## config.mk

```make
export PLATFORM = sky130hd
export DESIGN_NAME = drbg_synchronizer
export DESIGN_NICKNAME = d
export VERILOG_FILES = /design/src/rtl/drbg_synchronizer_pkg.sv /design/src/rtl/drbg_synchronizer.sv
export SDC_FILE = /design/constraint.sdc
export NUM_CORES = 1
export LEC_CHECK = 0
export ABC_AREA = 1
export BUFFER_PORTS_ARGS = -buffer_cell sky130_fd_sc_hd__buf_2
export CORE_UTILIZATION = 55
export CTS_CLUSTER_DIAMETER = 120
export CTS_CLUSTER_SIZE = 20
export DETAILED_ROUTE_END_ITERATION = 12
export GPL_ROUTABILITY_DRIVEN = 1
export GPL_TIMING_DRIVEN = 1
export PLACE_DENSITY = 0.76
export SLEW_MARGIN = 20
export SYNTH_ARGS = -nofsm -noshare
export SYNTH_HDL_FRONTEND = slang
export SYNTH_SLANG_ARGS = --single-unit
```

## constraint.sdc

```tcl
create_clock -name clk -period 2.6 [get_ports clk]
set_input_delay 0 -clock clk [delete_from_list [all_inputs] [get_ports clk]]
set_output_delay 0 -clock clk [all_outputs]
set_load 0.01 [all_outputs]
```

## src/rtl/drbg_synchronizer_pkg.sv

```systemverilog
// Shared constants, state encodings and helpers for the DRBG sequence synchronizer.
package drbg_synchronizer_pkg;

  localparam int unsigned SEQ_W               = 32;
  localparam int unsigned DEFAULT_MAX_BACKLOG = 16;
  localparam int unsigned DEFAULT_RESET_PULSE = 2;
  localparam int unsigned STATE_W             = 3;

  typedef logic [STATE_W-1:0] state_t;

  localparam state_t ST_IDLE      = 3'd0;
  localparam state_t ST_COMPARE   = 3'd1;
  localparam state_t ST_CATCH_UP  = 3'd2;
  localparam state_t ST_BLOCK     = 3'd3;
  localparam state_t ST_RESTART   = 3'd4;
  localparam state_t ST_WAIT_INIT = 3'd5;

  // Signed modular distance from the current counter to the target.
  function automatic logic signed [SEQ_W-1:0] seq_distance(
    input logic [SEQ_W-1:0] target,
    input logic [SEQ_W-1:0] current
  );
    return $signed(SEQ_W'(target - current));
  endfunction

endpackage

```

## src/rtl/drbg_synchronizer.sv

```systemverilog
// Steers the DRBG reseed counter onto an externally supplied sequence number by
// catching up, blocking external reseeds, or restarting the DRBG.
module drbg_synchronizer
  import drbg_synchronizer_pkg::*;
#(
  parameter int unsigned MAX_BACKLOG = DEFAULT_MAX_BACKLOG,
  parameter int unsigned RESET_PULSE = DEFAULT_RESET_PULSE
) (
  input  logic             clk,
  input  logic             reset,
  input  logic             init_done,
  input  logic [SEQ_W-1:0] sequence_internal,
  input  logic [SEQ_W-1:0] sequence_external,
  input  logic             sequence_external_valid,
  input  logic             V,
  output logic             catch_up_mode,
  output logic             get_next_seed,
  output logic             reset_n_drbg,
  output logic             block_drbg_reseed
);

  localparam int unsigned PULSE_W = (RESET_PULSE >= 1) ? $clog2(RESET_PULSE + 1) : 1;
  localparam logic signed [SEQ_W-1:0] ZERO_D      = '0;
  localparam logic signed [SEQ_W-1:0] NEG_BACKLOG = -$signed(SEQ_W'(MAX_BACKLOG));

  state_t             state_q, state_d;
  logic [SEQ_W-1:0]   target_q, target_d;
  logic [SEQ_W-1:0]   seq_q;
  logic               outstanding_q, outstanding_d;
  logic [PULSE_W-1:0] pulse_cnt_q, pulse_cnt_d;
  logic               catch_up_d, gns_d, rstn_d, block_d;
  logic signed [SEQ_W-1:0] distance_c;

  assign distance_c = seq_distance(target_q, sequence_internal);

  // State and registered outputs.
  always_ff @(posedge clk) begin
    if (reset) begin
      state_q           <= ST_IDLE;
      target_q          <= '0;
      seq_q             <= '0;
      outstanding_q     <= 1'b0;
      pulse_cnt_q       <= '0;
      catch_up_mode     <= 1'b0;
      get_next_seed     <= 1'b0;
      reset_n_drbg      <= 1'b0;
      block_drbg_reseed <= 1'b0;
    end else begin
      state_q           <= state_d;
      target_q          <= target_d;
      seq_q             <= sequence_internal;
      outstanding_q     <= outstanding_d;
      pulse_cnt_q       <= pulse_cnt_d;
      catch_up_mode     <= catch_up_d;
      get_next_seed     <= gns_d;
      reset_n_drbg      <= rstn_d;
      block_drbg_reseed <= block_d;
    end
  end

  // Next state and next output values; an outstanding request retires when the counter moves.
  always_comb begin
    state_d       = state_q;
    target_d      = target_q;
    outstanding_d = outstanding_q && (sequence_internal == seq_q);
    pulse_cnt_d   = pulse_cnt_q;
    catch_up_d    = 1'b0;
    gns_d         = 1'b0;
    rstn_d        = 1'b1;
    block_d       = 1'b0;

    if (sequence_external_valid) begin
      // A fresh reference overrides whatever was in progress; hold gating while it is evaluated.
      target_d   = SEQ_W'(sequence_external - SEQ_W'(V));
      state_d    = ST_COMPARE;
      catch_up_d = catch_up_mode;
      block_d    = block_drbg_reseed;
    end else begin
      case (state_q)
        ST_IDLE: begin
        end

        ST_COMPARE: begin
          if (distance_c == ZERO_D) begin
            state_d = ST_IDLE;
          end else if (distance_c > ZERO_D) begin
            state_d    = ST_CATCH_UP;
            catch_up_d = 1'b1;
            block_d    = 1'b1;
            if (init_done && !outstanding_d) begin
              gns_d         = 1'b1;
              outstanding_d = 1'b1;
            end
          end else if (distance_c >= NEG_BACKLOG) begin
            state_d = ST_BLOCK;
            block_d = 1'b1;
          end else begin
            state_d       = ST_RESTART;
            rstn_d        = 1'b0;
            catch_up_d    = 1'b1;
            block_d       = 1'b1;
            pulse_cnt_d   = PULSE_W'(1);
            outstanding_d = 1'b0;
          end
        end

        ST_CATCH_UP: begin
          catch_up_d = 1'b1;
          block_d    = 1'b1;
          if (distance_c == ZERO_D) begin
            state_d    = ST_IDLE;
            catch_up_d = 1'b0;
            block_d    = 1'b0;
          end else if (distance_c < ZERO_D) begin
            // Counter moved past the target; let COMPARE decide between block and restart.
            state_d    = ST_COMPARE;
            catch_up_d = 1'b0;
          end else if (init_done && !outstanding_d) begin
            gns_d         = 1'b1;
            outstanding_d = 1'b1;
          end
        end

        ST_BLOCK: begin
          block_d = 1'b1;
        end

        ST_RESTART: begin
          catch_up_d    = 1'b1;
          block_d       = 1'b1;
          outstanding_d = 1'b0;
          if (pulse_cnt_q >= PULSE_W'(RESET_PULSE)) begin
            state_d = ST_WAIT_INIT;
          end else begin
            rstn_d      = 1'b0;
            pulse_cnt_d = PULSE_W'(pulse_cnt_q + PULSE_W'(1));
          end
        end

        ST_WAIT_INIT: begin
          catch_up_d    = 1'b1;
          block_d       = 1'b1;
          outstanding_d = 1'b0;
          if (init_done) begin
            state_d = ST_CATCH_UP;
          end
        end

        default: begin
          state_d = ST_IDLE;
        end
      endcase
    end
  end

endmodule

```

# Word level (Yosys, flattened, before mapping)
# Cells that the tools add are included.
[totals] out_inout_bits=4 register_bits=74 elab_cells=92 in_bits=69
[classes] n_bitwise=2 mux=42 magnitude_cmp=4 add_sub_neg=3 eq_ne=17 reduce_logical=14
[op_table] cell="== test 32 bit" n=1
[op_table] cell="greater-or-equal comparator 32 x 5 -> 1 bit (second input constant)" n=1
[op_table] cell="> comparator 32 x 1 -> 1 bit (second input constant)" n=1
[op_table] cell="zero test 32 bit" n=1
[op_table] cell="< comparator 32 x 1 -> 1 bit (second input constant)" n=1
[op_table] cell="subtractor 32 x 1 -> 32 bit" n=1
[op_table] cell="subtractor 32 bit" n=1
[op_table] cell="two-way mux 1 bit" n=24
[op_table] cell="two-way mux 3 bit" n=7
[op_table] cell="case mux 3 bit (5 select lines)" n=1
[op_table] cell="inequality test 2 bit (second input constant)" n=6
[op_table] cell="inequality test 3 bit (second input constant)" n=3
[op_table] cell="two-way mux 2 bit" n=4
[op_table] cell="AND reduction 4 bit" n=2
[op_table] cell="OR reduction 2 bit" n=4
[op_table] cell="== test 3 x 2 -> 1 bit (second input constant)" n=2
[op_table] cell="== test 3 bit (second input constant)" n=2
[op_table] cell="case mux 1 bit (2 select lines)" n=3
[op_table] cell="case mux 1 bit (3 select lines)" n=2
[op_table] cell="AND reduction 6 bit" n=1
[op_table] cell="inequality test 4 bit (second input constant)" n=1
[op_table] cell="case mux 2 bit (2 select lines)" n=1
[op_table] cell="== test 3 x 1 -> 1 bit (second input constant)" n=1
[op_table] cell="zero test 3 bit" n=1
[op_table] cell="8 further kinds" n=10

# Depth between registers and ports, before layout
# Gate-level depths: netlist of the first run.
[depth] ltp_word=9 ltp_mapped=24 ltp_nobuf=24

# Least setup slack after synthesis of the first run
# No wires, ideal clock.
[synth_timing] path_type="register to register" start="register target_q[17]" end="register state_q[0]" t_arrival_ns=2.145 required_time_ns=2.471 n_path_buf=0 path_stages_with_launch=22 setup_ns=0.129 setup_slack_ns=0.326 period_less_slack_ns=2.274 cell_sequence="dfxtp_1 > ha_1 > nand2_1 > inv_2 > nand2_1 > nand2_1 > nand2_1 > nand2_1 > a21oi_1 > nand2_1 > nand2_1 > nand2_2 > nor2_1 > nand3_1 > nor2_2 > nand2_2 > nand3_2 > nand2_2 > nand2_1 > nand2_1 > nor2_1 > nor2_1"
[synth_between] elab_chain_cells=7 elab_cells_between_ends=13 cone_classes="add/sub: 1; order compare: 3; eq/ne: 1; mux: 6; reduce/logical: 2"
[synth_lines] element="start: declaration" line_no="drbg_synchronizer.sv:27" text="logic [SEQ_W-1:0] target_q, target_d;"
[synth_lines] element="start signal: assignment" line_no="drbg_synchronizer.sv:50" text="target_q <= target_d;"
[synth_lines] element="subtractor 32 bit *" line_no="drbg_synchronizer_pkg.sv:23" text="return $signed(SEQ_W'(target - current));"
[synth_lines] element="greater-or-equal comparator 32 x 5 -> 1 bit" line_no="drbg_synchronizer.sv:94" text="end else if (distance_c >= NEG_BACKLOG) begin"
[synth_lines] element="two-way mux 3 bit" line_no="drbg_synchronizer.sv:94"
[synth_lines] element="two-way mux 3 bit" line_no="drbg_synchronizer.sv:86" text="end else if (distance_c > ZERO_D) begin"
[synth_lines] element="two-way mux 3 bit" line_no="drbg_synchronizer.sv:84" text="if (distance_c == ZERO_D) begin"
[synth_lines] element="case mux 3 bit (5 select lines)" line_no="drbg_synchronizer.sv:79" text="case (state_q)"
[synth_lines] element="two-way mux 1 bit" line_no="drbg_synchronizer.sv:72" text="if (sequence_external_valid) begin"
[synth_lines] element="end signal: assignment" line_no="drbg_synchronizer.sv:49" text="state_q <= state_d;"
[synth_lines] element="end: declaration" line_no="drbg_synchronizer.sv:26" text="state_t state_q, state_d;"
# Mark *: on every way between the ends. The rest lies on a longest branch, timed or not.
# A chain may end at the register's enable or synchronous reset.

# Worst setup path after layout of the first run
[layout_timing] start="register target_q[8]" end="register catch_up_mode"
[layout_between] elab_chain_cells=6 elab_cells_between_ends=11 cone_classes="add/sub: 1; order compare: 3; mux: 6; reduce/logical: 1"
[layout_lines] element="subtractor 32 bit *" line_no="drbg_synchronizer_pkg.sv:23"
[layout_lines] element="greater-or-equal comparator 32 x 5 -> 1 bit" line_no="drbg_synchronizer.sv:94"
[layout_lines] element="two-way mux 1 bit" line_no="drbg_synchronizer.sv:94"
[layout_lines] element="two-way mux 1 bit" line_no="drbg_synchronizer.sv:86"
[layout_lines] element="two-way mux 1 bit" line_no="drbg_synchronizer.sv:84"
[layout_lines] element="case mux 1 bit (3 select lines) *" line_no="drbg_synchronizer.sv:79"
[layout_lines] element="end signal: assignment" line_no="drbg_synchronizer.sv:54" text="catch_up_mode <= catch_up_d;"
[layout_lines] element="end: declaration" line_no="drbg_synchronizer.sv:16" text="output logic catch_up_mode,"
# Marked as above.

==> metrics.yaml, run 1 <==
finish:
  area.growth.synth_to_final_pct: 36.5
  fin_cells: 1506
  fin_nets: 1456
  fin_area_um2: 9240
  drive_above_1_share_pct: 27.3
  utilization_pct: 76.9
  fillerInstances: 863
grt:
  grt_use_total_pct: 35.4
  grt_antenna_before_repair: 1
  grt_pass1_wl_um: 35400
  grt_overflow: 0
  grt_pass1_vias: 7381
  grt_max_degree: 61
setup_path:
  timing_worst_setup_path_type: "flip-flop to flip-flop"
  critPathSlowestCell: "dfxtp_2"
  timing.reg2reg.setup_slack_ns: -0.08
  max_stage_delay_ns: 0.37
  crit_family: "simple AND/OR/NAND/NOR gates"
  crit_chain: "ha_4 -> nand2_1 -> nand2_1 -> nand2_2 -> nand2_2 -> a21oi_2 -> nand2_2 -> buf_6 -> nand2_4 -> nand2_4 -> nand2_4 -> nand2_4 -> nor2_4 -> nand3_2 -> nor2_2 -> nand2_2 -> nand3_2 -> nand3_1 -> nand2_1 -> a21oi_1"
  crit_fanout: 4
  endpoint_kind: "flip-flop"
  start_kind: "flip-flop"
  arrival_ns: 2.88
  worst-path-buf-inv: 1
  required_ns: 2.80
cts:
  cts_tree: "yes"
  numCtsBuffers: 9
  clk_pin_slew_ns: 0.07
  cts-root-buf: "clkbuf_16"
  clock_latency_ns: 0.35
  cts.path.max_buffers: 2
  clock-sinks: 74
  htree_levels: 3
synthesis:
  synth_xor_area_share_pct: 4.40
  yosysTopAreaCell: "dfxtp_1"
  synth-compound-area-share_pct: 7.64
  synth_top_family_by_area: "simple AND/OR/NAND/NOR gates"
  syn_nets: 1309
  syn_avg_cell_area_um2: 5.61
  ys_seq_elements: 74
  yosys.area_share.adder_pct: 6.29
  synth-async-reset-ratio_pct: 0
  synthesis.area_um2: 6770
  synth_seq_area_share_pct: 21.9
  synth_area_leaders: "dfxtp_1 22%, nand2_1 20%, inv_1 13%"
  yosys.area_share.simple_pct: 45.7
  synthMuxAreaShare_pct: 0
  synth_top_cell_area_share_pct: 21.9
  yosys_warnings: 0
  synth_cell_type_count: 42
  synth_edf_count: 0
  synth_ff_type: "dfxtp_1"
  synthCells: 1206
sta:
  fin_skew_ns: 0.00932
  setup_slack_ns: -0.0752
  worst_hold_slack_ns: -0.000509
  fin_crit_ns: 2.68
  relSlewSlack_pct: 36.7
  setup_viol_count_final: 5
  fmax_mhz: 374
  fin_tns_setup_ns: -0.294
  min_period_over_period_pct: 103
  finalHoldViolCount: 1
  rsz0062_at_grt: "true"
  tightest_slew_ns: 0.941
  slew_viol_final: 0
outcome:
  violations: "hold timing, setup timing"
  status: "finished with violations"
die:
  dieArea_um2: 12700
  die_w_um: 113
  num_io_pins: 73
  placementRows: 40
  coreArea_um2: 12000
  start_util_pct: 56.3
  die_h_um: 113
power:
  ir_worst_vdd_mv: 0.332
  leakage_nw: 4.86
  fin_total_pwr_mw: 4.30
  p_per_area_nw_per_um2: 466
detailed_routing:
  dr.pass1.iters: 6
  detail_route.wl_per_cell_um: 17.6
  vias: 8639
  viasPerCell: 5.74
  final_antenna_net_count: 0
  drtIter0Drc: 1006
  totalWireLength_um: 26500
  drc: 0
placement:
  placed_cell_area_um2: 7490
  place_ws_ns: -0.161
  place.gp.congestion: 0.946
  hpwl_um: 15500
  io_buffers: 72
  dp.cells: 1441
run:
  max_cap_violations: 0
worst_hold_path:
  hold_class: "primary input to flip-flop"
[state kept, by name, indices dropped and copies added (netlist names)]
signal             count
get_next_seed          1
outstanding_q          1
pulse_cnt_q            2
catch_up_mode          1
block_drbg_reseed      1
reset_n_drbg           1
state_q                3
seq_q                 32
target_q              32
[worst reg2reg max path, delay by kind of cell (launching register included)]
kind                     cells  cell delay, ns
AND/OR/NAND/NOR             16            1.48
flip-flops                   1            0.37
AO/OA/AOI/OAI                2            0.33
adder cells (fa/ha/maj)      1            0.23
buffers and inverters        1            0.14
[cell usage after synthesis (4+ instances only)]
master	count
o21ai_0	41
nand3_1	65
a21oi_2	4
dfxtp_1	74
nand3b_1	9
ha_1	34
nor2_1	197
nand2_2	20
o22ai_1	4
inv_2	6
xor2_1	24
nor2_2	10
nor4_1	9
nor3_1	13
a21oi_1	21
nand2_1	357
and2_1	7
nand3_2	8
clkbuf_1	15
nand4_1	18
inv_1	232
xnor2_1	10
[metal layers]
| layer | up-vias | GRT usage, % | share of wire, % |
|---|---|---|---|
| met3 | 210 | 4.98 | 9.9 |
| met5 | - | 0 | 0 |
| met4 | 0 | 17.8 | 8.6 |
| li1 | 3999 | - | - |
| met2 | 645 | 59.8 | 44 |
| met1 | 3785 | 44.3 | 38 |
[cell families (layout without fill, tap and decap cells)]
logic type | count (synthesis) | in the layout
XOR/XNOR | 34 | 34
AND/OR/NAND/NOR | 722 | 722
buffers and inverters | 254 | 406
AO/OA/AOI/OAI | 88 | 88
adder cells (fa/ha/maj) | 34 | 34
flip-flops | 74 | 74
other | 0 | 1
[timing repair]
item | 4_1_cts | 5_1_grt
endpoints found under the setup margin | 9 | 12
hold buffers | 37 | 0
pin swaps | 5 | 57
buffers inserted | 1 | 10
hold endpoints to repair | 37 | 0
gates resized for setup | 39 | 205
[layout make-up]
| class | instances | area, um^2 | area share [%] |
|---|---|---|---|
| multi-input cells | 878 | 5250 | 56.8 |
| flip-flops and latches | 74 | 1530 | 16.5 |
| clock buffers | 10 | 239 | 2.59 |
| inverters | 239 | 897 | 9.71 |
| diodes | 1 | 2.50 | 0.0271 |
| repair buffers | 151 | 1050 | 11.4 |
| well taps | 147 | 184 | 1.99 |
| clock inverters | 6 | 90.1 | 0.975 |
[cells in the final DEF, fill, tap and decap left out, types with 9 or more instances in the layout]
master           n
nor2_2          21
nand4_1         18
nand3_1         53
xnor2_1         10
inv_2           15
clkbuf_16        9
nand3b_1         9
inv_1          223
nor2_1         172
nor4_1           9
nand2_2         74
ha_4            29
buf_4           41
nand2_4         17
dfxtp_2         22
dlygate4sd3_1   37
nand2_1        286
xor2_1          24
nor3_1          11
nor2_4          15
a21oi_1         15
dfxtp_1         47
buf_2           72
o21ai_0         40
nand3_2         19
[worst paths after layout]
kind / from / endpoint / cells past startpoint
min reg2reg: pulse_cnt_q[1] / pulse_cnt_q[1] / 2
max: target_q[8] / catch_up_mode / 20
min: sequence_external[0] / target_q[0] / 4
max reg2reg: target_q[8] / catch_up_mode / 20
[where the power goes]
group          internal [mW]  total, mW  switching [mW]
registers               1.21       1.28          0.0687
clock network          0.868       1.39           0.526
logic                  0.636       1.63           0.998
total                   2.71       4.30            1.59
No activity file was read; power rests on OpenSTA's default activity.
==> run 2: changes to the inputs <==
- ABC_AREA: 1 -> not set
- PLACE_DENSITY: 0.76 -> 0.77
- SLEW_MARGIN: 20 -> 25
==> run 2 against run 1 <==
Compared with the run above: the run still ends with hold timing, setup timing left; final cell count down 24%; global-route usage up 5.5 points; critical endpoint is now state_q[0]; register-to-register slack worse by 1.3 ns; clock skew up 0.0011 ns; worst hold slack worse by 0.0043 ns; first-iteration DRC count down 32%; die area down 16%; fmax down 32%.
==> metrics.yaml, run 2 <==
outcome:
  status: "finished with violations"  # unchanged
  violations: "hold timing, setup timing"  # unchanged
cts:
  cts_tree: "yes"  # unchanged
  numCtsBuffers: 9  # unchanged
  clk_pin_slew_ns: 0.09  # was 0.07 ns
  cts.path.max_buffers: 2  # unchanged
  htree_levels: 3  # unchanged
  clock_latency_ns: 0.37  # was 0.35 ns
  clock-sinks: 74  # unchanged
  cts-root-buf: "clkbuf_8"  # was clkbuf_16
synthesis:
  synth_area_leaders: "dfxtp_1 26%, ha_1 7.6%, xnor2_1 7.2%"  # was dfxtp_1 22%, nand2_1 20%, inv_1 13%
  syn_avg_cell_area_um2: 7.65  # was 5.61 um^2
  yosys_warnings: 0  # unchanged
  synth_most_common_cell: "nor2_1"  # was nand2_1
  synth_top_cell_area_share_pct: 26.3  # was 21.9%
  syn_nets: 839  # was 1309
  synthesis.area_um2: 5630  # was 6770 um^2
  synth_edf_count: 0  # unchanged
  synth_seq_area_share_pct: 26.3  # was 21.9%
  synth_cell_type_count: 68  # was 42
  synth_common_cells: "94 x nor2_1, 74 x dfxtp_1, 49 x nand2_1"  # was 357 x nand2_1, 232 x inv_1, 197 x nor2_1
  synth_ff_type: "dfxtp_1"  # unchanged
  synthCells: 736  # was 1206
  synth-async-reset-ratio_pct: 0  # unchanged
  yosysTopAreaCell: "dfxtp_1"  # unchanged
  ys_seq_elements: 74  # unchanged
power:
  leakage_nw: 3.78  # was 4.86 nW
  ir_worst_vdd_mv: 0.331  # was 0.332 mV
  p_per_area_nw_per_um2: 477  # was 466 nW/um^2
  fin_total_pwr_mw: 4.03  # was 4.30 mW
detailed_routing:
  met2_length_um: 10900  # was 11600 um
  dr_wl_met3_um: 2300  # was 2640 um
  highest_layer: "met5"  # was met4
  vias: 7305  # was 8639
  drtIter0Drc: 687  # was 1006
  totalWireLength_um: 24200  # was 26500 um
  dr.pass1.iters: 8  # was 6
  final_antenna_net_count: 0  # unchanged
  drc: 0  # unchanged
  detail_route.wl_per_cell_um: 21.0  # was 17.6 um
  wl_met1_um: 9410  # was 10100 um
  viasPerCell: 6.36  # was 5.74
grt:
  grt_antenna_before_repair: 0  # was 1
  grt_use_total_pct: 41.0  # was 35.4%
  grt_overflow: 0  # unchanged
  grt_max_degree: 55  # was 61
  grt_pass1_wl_um: 32900  # was 35400 um
  grt_pass1_vias: 6656  # was 7381
die:
  start_util_pct: 57.1  # was 56.3%
  num_io_pins: 73  # unchanged
  die_w_um: 103  # was 113 um
  coreArea_um2: 9860  # was 12000 um^2
  dieArea_um2: 10600  # was 12700 um^2
  die_h_um: 103  # was 113 um
  placementRows: 36  # was 40
setup_path:
  timing_worst_setup_path_type: "flip-flop to flip-flop"  # unchanged
  crit_chain: "ha_4 -> nor2b_4 -> buf_6 -> o2111a_1 -> or3_4 -> buf_4 -> or4_1 -> nand3_1 -> nand4bb_1 -> or4_4 -> or4b_4 -> a211oi_2 -> a221oi_2"  # was ha_4 -> nand2_1 -> nand2_1 -> nand2_2 -> nand2_2 -> a21oi_2 -> nand2_2 -> buf_6 -> nand2_4 -> nand2_4 -> nand2_4 -> nand2_4 -> nor2_4 -> nand3_2 -> nor2_2 -> nand2_2 -> nand3_2 -> nand3_1 -> nand2_1 -> a21oi_1
  cp-startpoint: "target_q[1]"  # was target_q[8]
  arrival_ns: 4.13  # was 2.88 ns
  r2r_end: "state_q[0]"  # was catch_up_mode
  timing.reg2reg.setup_slack_ns: -1.33  # was -0.08 ns
  critPathSlowestCell: "or4b_4"  # was dfxtp_2
  start_kind: "flip-flop"  # unchanged
  required_ns: 2.80  # about the same
  cp.depth: 13  # was 20
  worst-path-buf-inv: 2  # was 1
  timing.rr.start: "target_q[1]"  # was target_q[8]
  rr_worst_depth: 13  # was 20
  max_stage_delay_ns: 0.52  # was 0.37 ns
  crit_fanout: 4  # unchanged
  endpoint_kind: "flip-flop"  # unchanged
  worstSetupEndpoint: "state_q[0]"  # was catch_up_mode
  crit_family: "simple AND/OR/NAND/NOR gates"  # unchanged
sta:
  finalHoldViolCount: 1  # unchanged
  fin_skew_ns: 0.0104  # was 0.00932 ns
  min_period_over_period_pct: 151  # was 103%
  rsz0062_at_grt: "true"  # unchanged
  tightest_slew_ns: 0.950  # was 0.941 ns
  fin_tns_setup_ns: -11.61  # was -0.294 ns
  worst_hold_slack_ns: -0.00478  # was -0.000509 ns
  fmax_mhz: 255  # was 374 MHz
  slew_viol_final: 0  # unchanged
  setup_slack_ns: -1.33  # was -0.0752 ns
  relSlewSlack_pct: 36.6  # was 36.7%
  setup_viol_count_final: 13  # was 5
  fin_crit_ns: 3.93  # was 2.68 ns
finish:
  fin_nets: 1113  # was 1456
  drive_above_1_share_pct: 33.1  # was 27.3%
  area.growth.synth_to_final_pct: 50.3  # was 36.5%
  fin_area_um2: 8460  # was 9240 um^2
  final_common_cell: "buf_4"  # was nand2_1
  layout_common_cells: "181 x buf_4, 92 x nor2_1, 72 x buf_2"  # was 286 x nand2_1, 223 x inv_1, 172 x nor2_1
  utilization_pct: 85.8  # was 76.9%
  fillerInstances: 515  # was 863
  top_regs: "seq_q: 32 flops, target_q: 32 flops, state_q: 3 flops"  # unchanged
  fin_cells: 1149  # was 1506
placement:
  hpwl_um: 15000  # was 15500 um
  place.gp.congestion: 0.991  # was 0.946
  dp.cells: 1080  # was 1441
  place_ws_ns: -1.39  # was -0.161 ns
  io_buffers: 72  # unchanged
  placed_cell_area_um2: 7410  # was 7490 um^2
run:
  max_cap_violations: 0  # unchanged
worst_hold_path:
  hold_class: "primary input to flip-flop"  # unchanged
[run 2: cell count changes after synthesis, moves of 12 or more]
cell	before	now
a211oi_1	1	31
a21o_1	2	15
a21oi_1	21	33
clkbuf_1	15	29
inv_1	232	41
nand2_1	357	49
nand2_2	20	0
nand2b_1	0	13
nand3_1	65	15
nor2_1	197	94
or3_1	0	24
xnor2_1	10	46
[run 2: metal layers]
metal	track usage [%]	up-vias
met5	0	-
met4	20.2	2
met3	10.1	166
met2	66.5	496
met1	50.8	3411
li1	-	3230
[run 2: area by class of cell]
cell class	instances	area, um^2	share of cell area [%]
multi-input cells	589	4250	50.2
repair buffers	295	2140	25.3
diodes	1	2.50	0.0296
clock inverters	6	138	1.63
inverters	41	154	1.82
flip-flops and latches	74	1490	17.6
clock buffers	10	128	1.51
well taps	133	166	1.97
[run 2: kinds of logic (layout without fill, tap and decap cells)]
logic type               count (synthesis)  count (layout)  share of synthesized area [%]
AND/OR/NAND/NOR                        291             291                           26.3
AO/OA/AOI/OAI                          194             194                           24.0
flip-flops                              74              74                           26.3
buffers and inverters                   73             352                           4.89
XOR/XNOR                                68              68                           10.6
adder cells (fa/ha/maj)                 34              34                           7.55
multiplexers                             2               2                          0.355
other                                    0               1                              0
[run 2: worst reg2reg max path, stage by stage, from the launching register on]
cell       delay, ns
dfxtp_2         0.37
ha_4            0.21
nor2b_4         0.13
buf_6           0.11
o2111a_1        0.26
or3_4           0.36
buf_4           0.15
or4_1           0.50
nand3_1         0.18
nand4bb_1       0.14
or4_4           0.51
or4b_4          0.52
a211oi_2        0.25
a221oi_2        0.07
[run 2: report_power, final]
| part | leakage, nW | internal [mW] | total (mW) | switching, mW |
|---|---|---|---|---|
| clock network | 0.131 | 0.741 | 1.25 | 0.513 |
| registers | 0.616 | 1.21 | 1.28 | 0.0716 |
| logic | 3.03 | 0.715 | 1.50 | 0.787 |
| total | 3.78 | 2.66 | 4.03 | 1.37 |
[run 2: how the worst min path moves through the flow]
stage	end	cells past startpoint	slack, ns	startpoint
after detailed placement	seq_q[16]	3	0.27	sequence_internal[16]
after floorplan	seq_q[0]	1	0.13	sequence_internal[0]
after global routing	seq_q[24]	4	0.005	sequence_internal[24]
final	seq_q[19]	4	-0.005	sequence_internal[19]
after CTS	seq_q[19]	4	0.00003	sequence_internal[19]
after global placement	seq_q[21]	3	0.26	sequence_internal[21]
[run 2: timing repair]
action / CTS / global route
endpoints found under the setup margin: 10 / 19
hold buffers: 38 / 1
setup buffers: 3 / 10
gates resized for setup: 17 / 44
pin swaps: 4 / 15
hold endpoints to repair: 37 / 1
